===== config.mk =====
export PLATFORM = sky130hd
export DESIGN_NAME = alu_share_arbiter
export DESIGN_NICKNAME = d
export VERILOG_FILES = /design/src/rtl/alu_pkg.sv /design/src/rtl/rr_arbiter.sv /design/src/rtl/alu_share_arbiter.sv
export SDC_FILE = /design/constraint.sdc
export NUM_CORES = 1
export LEC_CHECK = 0
export ABC_CLOCK_PERIOD_IN_PS = 2180
export CORE_MARGIN = 4
export CORE_UTILIZATION = 39
export DETAILED_ROUTE_END_ITERATION = 12
export GPL_TIMING_DRIVEN = 0
export PLACE_DENSITY = 0.81
export SYNTH_ARGS = -nofsm -noshare
export SYNTH_HDL_FRONTEND = slang
export SYNTH_SLANG_ARGS = --single-unit

===== constraint.sdc =====
create_clock -name clk -period 2.18 [get_ports clk]
set_input_delay 0.436 -clock clk [delete_from_list [all_inputs] [get_ports clk]]
set_output_delay 0.436 -clock clk [all_outputs]
set_load 0.02 [all_outputs]

===== src/rtl/alu_pkg.sv =====
// Shared ALU definitions: control encodings, flag bit positions and the
// operand bundle carried through the arbiter's execute stage.
// No ports; imported by the arbiter top and the testbench.
package alu_pkg;

    localparam int unsigned DATA_W = 32;
    localparam int unsigned FLAG_W = 4;

    typedef enum logic [1:0] {
        ALU_ADD = 2'b00,
        ALU_SUB = 2'b01,
        ALU_AND = 2'b10,
        ALU_ORR = 2'b11
    } alu_ctrl_e;

    // Bit positions inside the {N,Z,C,V} flag nibble.
    localparam int unsigned FLAG_N = 3;
    localparam int unsigned FLAG_Z = 2;
    localparam int unsigned FLAG_C = 1;
    localparam int unsigned FLAG_V = 0;

    typedef struct packed {
        logic [DATA_W-1:0] a;
        logic [DATA_W-1:0] b;
        alu_ctrl_e         ctrl;
    } alu_op_t;

endpackage


===== src/rtl/rr_arbiter.sv =====
// Round-robin arbiter, purely combinational.
// Ports:
//   req       in   NREQ  request vector
//   ptr       in   IDW   index of the most recently granted requester
//   enable    in   1     grant allowed this cycle
//   grant     out  NREQ  one-hot grant, or zero
//   grant_idx out  IDW   encoded index of the granted requester (0 when none)
module rr_arbiter #(
    parameter int unsigned NREQ = 2,
    parameter int unsigned IDW  = 1
) (
    input  logic [NREQ-1:0] req,
    input  logic [IDW-1:0]  ptr,
    input  logic            enable,
    output logic [NREQ-1:0] grant,
    output logic [IDW-1:0]  grant_idx
);

    logic [IDW-1:0] idx;
    logic           found;

    // Scan ptr+1, ptr+2, ... ptr+NREQ (mod NREQ); the last-granted requester
    // is visited last, which bounds starvation to NREQ accepted transfers.
    always_comb begin
        grant     = '0;
        grant_idx = '0;
        idx       = '0;
        found     = 1'b0;
        for (int unsigned k = 1; k <= NREQ; k++) begin
            idx = IDW'((32'(ptr) + k) % NREQ);
            if (enable && !found && req[idx]) begin
                grant[idx] = 1'b1;
                grant_idx  = idx;
                found      = 1'b1;
            end
        end
    end

endmodule


===== src/rtl/alu_share_arbiter.sv =====
// Shares one external combinational ALU between NREQ requesters.
// Round-robin grant, valid/ready on both sides, two pipeline stages:
// E holds the accepted operands (drives the ALU), R holds the ALU response.
// Ports:
//   clk, reset_n            clock, asynchronous active-low reset
//   req_valid/req_ready     per-requester request handshake (ready one-hot/zero)
//   req_a/req_b/req_ctrl    packed operands, requester i at [32*i+:32] / [2*i+:2]
//   rsp_valid/rsp_ready     per-requester response handshake (valid one-hot/zero)
//   rsp_result/rsp_flags    response data for the current R owner
//   alu_a/alu_b/alu_ctrl    to the ALU, driven from the E stage
//   alu_result/alu_flags    from the ALU
module alu_share_arbiter
    import alu_pkg::*;
#(
    parameter int unsigned NREQ = 2,
    parameter int unsigned IDW  = (NREQ > 1) ? $clog2(NREQ) : 1
) (
    input  logic                clk,
    input  logic                reset_n,
    input  logic [NREQ-1:0]     req_valid,
    output logic [NREQ-1:0]     req_ready,
    input  logic [NREQ*32-1:0]  req_a,
    input  logic [NREQ*32-1:0]  req_b,
    input  logic [NREQ*2-1:0]   req_ctrl,
    output logic [NREQ-1:0]     rsp_valid,
    input  logic [NREQ-1:0]     rsp_ready,
    output logic [31:0]         rsp_result,
    output logic [3:0]          rsp_flags,
    output logic [31:0]         alu_a,
    output logic [31:0]         alu_b,
    output logic [1:0]          alu_ctrl,
    input  logic [31:0]         alu_result,
    input  logic [3:0]          alu_flags
);

    logic            e_valid_q, e_valid_d;
    alu_op_t         e_op_q,    e_op_d;
    logic [IDW-1:0]  e_id_q,    e_id_d;
    logic            r_valid_q, r_valid_d;
    logic [31:0]     r_result_q, r_result_d;
    logic [3:0]      r_flags_q, r_flags_d;
    logic [IDW-1:0]  r_id_q,    r_id_d;
    logic [IDW-1:0]  rr_ptr_q,  rr_ptr_d;

    logic [NREQ-1:0] grant;
    logic [IDW-1:0]  grant_idx;
    logic            accept;
    logic            r_fire, r_free, e_free;
    alu_op_t         sel_op;

    assign r_fire = r_valid_q && rsp_ready[r_id_q];
    assign r_free = !r_valid_q || r_fire;
    assign e_free = !e_valid_q || r_free;

    // reset_n gates the grant so no requester sees ready while reset is held.
    rr_arbiter #(
        .NREQ (NREQ),
        .IDW  (IDW)
    ) u_rr_arbiter (
        .req       (req_valid),
        .ptr       (rr_ptr_q),
        .enable    (e_free && reset_n),
        .grant     (grant),
        .grant_idx (grant_idx)
    );

    assign req_ready = grant;
    assign accept    = |grant;

    always_comb begin
        sel_op = '0;
        for (int unsigned i = 0; i < NREQ; i++) begin
            if (grant[i]) begin
                sel_op.a    = req_a[32*i +: 32];
                sel_op.b    = req_b[32*i +: 32];
                sel_op.ctrl = alu_ctrl_e'(req_ctrl[2*i +: 2]);
            end
        end
    end

    always_comb begin
        e_valid_d  = e_valid_q;
        e_op_d     = e_op_q;
        e_id_d     = e_id_q;
        r_valid_d  = r_valid_q;
        r_result_d = r_result_q;
        r_flags_d  = r_flags_q;
        r_id_d     = r_id_q;
        rr_ptr_d   = rr_ptr_q;

        if (accept) begin
            e_valid_d = 1'b1;
            e_op_d    = sel_op;
            e_id_d    = grant_idx;
            rr_ptr_d  = grant_idx;
        end else if (r_free) begin
            e_valid_d = 1'b0;
        end

        // E advances into R in the same cycle R drains, so a full pipe
        // sustains one op per cycle.
        if (e_valid_q && r_free) begin
            r_valid_d  = 1'b1;
            r_result_d = alu_result;
            r_flags_d  = alu_flags;
            r_id_d     = e_id_q;
        end else if (r_fire) begin
            r_valid_d = 1'b0;
        end
    end

    always_ff @(posedge clk or negedge reset_n) begin
        if (!reset_n) begin
            e_valid_q  <= 1'b0;
            e_op_q     <= '0;
            e_id_q     <= '0;
            r_valid_q  <= 1'b0;
            r_result_q <= '0;
            r_flags_q  <= '0;
            r_id_q     <= '0;
            rr_ptr_q   <= IDW'(NREQ - 1);
        end else begin
            e_valid_q  <= e_valid_d;
            e_op_q     <= e_op_d;
            e_id_q     <= e_id_d;
            r_valid_q  <= r_valid_d;
            r_result_q <= r_result_d;
            r_flags_q  <= r_flags_d;
            r_id_q     <= r_id_d;
            rr_ptr_q   <= rr_ptr_d;
        end
    end

    assign alu_a    = e_op_q.a;
    assign alu_b    = e_op_q.b;
    assign alu_ctrl = e_op_q.ctrl;

    always_comb begin
        rsp_valid = '0;
        for (int unsigned i = 0; i < NREQ; i++) begin
            rsp_valid[i] = r_valid_q && (r_id_q == IDW'(i));
        end
    end

    assign rsp_result = r_result_q;
    assign rsp_flags  = r_flags_q;

endmodule


==> metrics <==
Crit Reg-Reg Endpoint=alu_a[19]$_DFFE_PN0P_; Area Growth Syn to Fin=68.93%; First-pass DRT Iterations=4; Max-slew headroom=66.68%; Fin. Hold Viols=0; row count=41; Mapped Nets=504; largest net degree at the start of global routing=68; Leak Pwr=3.477 nW; die width=121.6 um; max-slew violations=0; maxcap violations=0; Synth Register Bits=107; slowest cell delay on critical path=450 ps; Worst Setup End Kind=output port; Cell Area, Synth=5030 um^2; DRC viols=0; num ports=280; Port Buffers=278; syn avg cell area=15.24 um^2; yosys warns=0; sw power=3.393 mW; Seq/Total Area, Yosys=53.26%; GRT Total Usage=21.36%; share of cells above drive strength 1=23.85%; placed cells=781; vias in the first global route=4592; global-route wire length before repair=24.67 mm; initial core utilization=39.86%; # clock sinks=107; RD Place Congestion=0.7727; Max Root-Sink Buffers=2; Flop pwr share=33.0%; skew final=5.767 ps; Final Power=9.877 mW; Worst Hold Class=input pin to asynchronous set/reset pin; R2R cell count=6; flip-flop and latch area=2681 um^2; arrival time worst endpoint=1670 ps; htree depth=3; Critical Path Fanout Max=4; status=complete, no violations; setup violators final=0; die area=14780 um^2; combined area of the multi-input logic cells=2130 um^2; Final min period=2110 ps; final instance area=8497 um^2; vias per cell=5.236; DR vias=4215; final wirelength=16.40 mm; critical path depth in cells=5; Post-DP Area=8053 um^2; Power Internal=6.484 mW; fmax=473.9 MHz; Worst Path Required=1740 ps; Cell Pwr Density=1162 nW/um^2; CP Buf/Inv Count=2; Finished Layout Cells=805; Root Driver=clkbuf_16; Synth cell types=29; ANT nets after route=0; DP HPWL=12.61 mm; grt ovf=0; core region area=12620 um^2; nets@finish=802; crit-path leading delay family=buffers and inverters; switch share=34.35%; drt wl/cell=20.37 um; RSZ-0062 raised after global routing=false; Util after Layout=67.33%; Post-Syn Instances=330; Combinational Power Share=50.5%; worst slew pin tran=499.7 ps; DRT iter0 DRCs=170; Worst R2R Setup Slack=320 ps; Slowest cell on crit path=clkdlybuf4s50_1; Fillers=968; Reg clk slew, reported paths=70 ps; top post-synthesis cells by area=dfrtp_1 53%, mux2_2 14%, a32o_1 13%; share of the synthesized area in the top cell type=52.74%; CTS tree=built; worst vdd ir=0.8507 mV; leading area contributor after synthesis=dfrtp_1; diodes inserted=0; reg2reg start=r_id_q$_DFFE_PN0P_; clock share of power=16.5%; Worst setup SP type=input pin; Crit Path Class=input pin to output port; final clock period utilization by the worst path=96.79%; CTS buffer count=9; initial antenna violation count=0; Die Ht=121.6 um; Critical Path, Cell by Cell=clkdlybuf4s50_1 -> mux2i_4 -> nand3_1 -> and3_1 -> clkdlybuf4s15_2; Worst-Skew Late Latency=340 ps
[final cells by class]
cell class | instances | area share, %
repair buffers | 289 | 34.16
inverters | 1 | 0.04418
clock inverters | 4 | 0.5890
clock buffers | 12 | 2.901
well taps | 172 | 2.533
plain buffers | 31 | 3.151
multi-input cells | 189 | 25.06
flip-flops and latches | 107 | 31.56
[cell usage after synthesis (all sizes together)]
master and n:
nand2 4, a21o 1, a31oi 2, and3 1
o22a 2, dfstp 1, nand2b 1, nor2 1
clkbuf 17, nor2b 1, dfrtp 106, a31o 1
a21boi 2, o21ai 1, mux2i 1, buf 16
inv 1, and2 1, mux2 103, nand3 1
a32o 66
[routing by layer]
| layer | part of all wire, % | routed length (um) | global-route usage [%] |
|---|---|---|---|
| met5 | 0 | 0 | 0 |
| met4 | 1.8 | 301 | 6.723 |
| met2 | 51 | 8299 | 37.89 |
| met3 | 10 | 1682 | 7.753 |
| met1 | 37 | 6115 | 23.93 |
[per-stage QoR]
step                      hold WS [ps]  worst slack [ps]  TNS, ps
after floorplan                  140.4             213.3        0
after global placement           470.0             -4220  -649490
after detailed placement         476.6             -1051   -30920
after CTS                        42.94             2.148        0
after global routing             49.12             11.69        0
final                            37.37             70.03        0
[registers in the layout, summed over array words and instances (netlist names)]
register / cells
alu_a: 32
e_id_q: 1
rr_ptr_q: 1
rsp_flags: 4
r_valid_q: 1
r_id_q: 1
alu_ctrl: 2
rsp_result: 32
alu_b: 32
e_valid_q: 1
[placed cells by master (no fill, tap or decap), types with 2 or more instances in the layout]
cell type          n
buf_6              3
mux2_2            63
buf_12             6
a32o_1            66
clkbuf_1          17
dfrtp_2            2
o22a_1             2
clkbuf_16          9
mux2_4            36
nand2_1            3
clkdlybuf4s50_1  274
dfrtp_1          104
mux2_1             4
clkinvlp_4         2
buf_8              4
buf_4             12
[timing repair]
item | in CTS | in global routing
hold buffers | 2 | 0
hold endpoints to repair | 38 | 0
buffers inserted | 4 | 4
gates resized for setup | 25 | 4
pin swaps | 0 | 2
endpoints found under the setup margin | 62 | 4
cloned | 0 | 0
[cells by family (layout without fill, tap and decap cells)]
group | Yosys count | count (layout) | share of synthesized area [%]
compound gates | 75 | 75 | 14.75
buf+inv | 34 | 337 | 4.826
flops | 107 | 107 | 53.26
mux | 104 | 104 | 26.19
simple gates | 10 | 10 | 0.9702
[worst max path at each step]
stage                                        to  slack [ps]            startpoint
after floorplan                    req_ready[0]         210  rr_ptr_q$_DFFE_PN1P_
after global placement    alu_a[21]$_DFFE_PN0P_       -4220               reset_n
after detailed placement           req_ready[1]       -1050          req_valid[1]
after CTS                          req_ready[0]           2  rr_ptr_q$_DFFE_PN1P_
after global routing               req_ready[0]          10  rr_ptr_q$_DFFE_PN1P_
final                              req_ready[1]          70          rsp_ready[0]
[power groups by stage]
stage | sequential (mW) | clock (mW) | combinational, mW
4_1_cts | 3.26 | 1.67 | 5.01
6_report | 3.26 | 1.63 | 4.99
5_1_grt | 3.38 | 1.74 | 5.25
3_5_place_dp | 3.29 | 0 | 4.90
3_3_place_gp | 3.23 | 0 | 4.82
2_1_floorplan | 4.19 | 0 | 1.56
No activity file was read; power rests on OpenSTA's default activity.
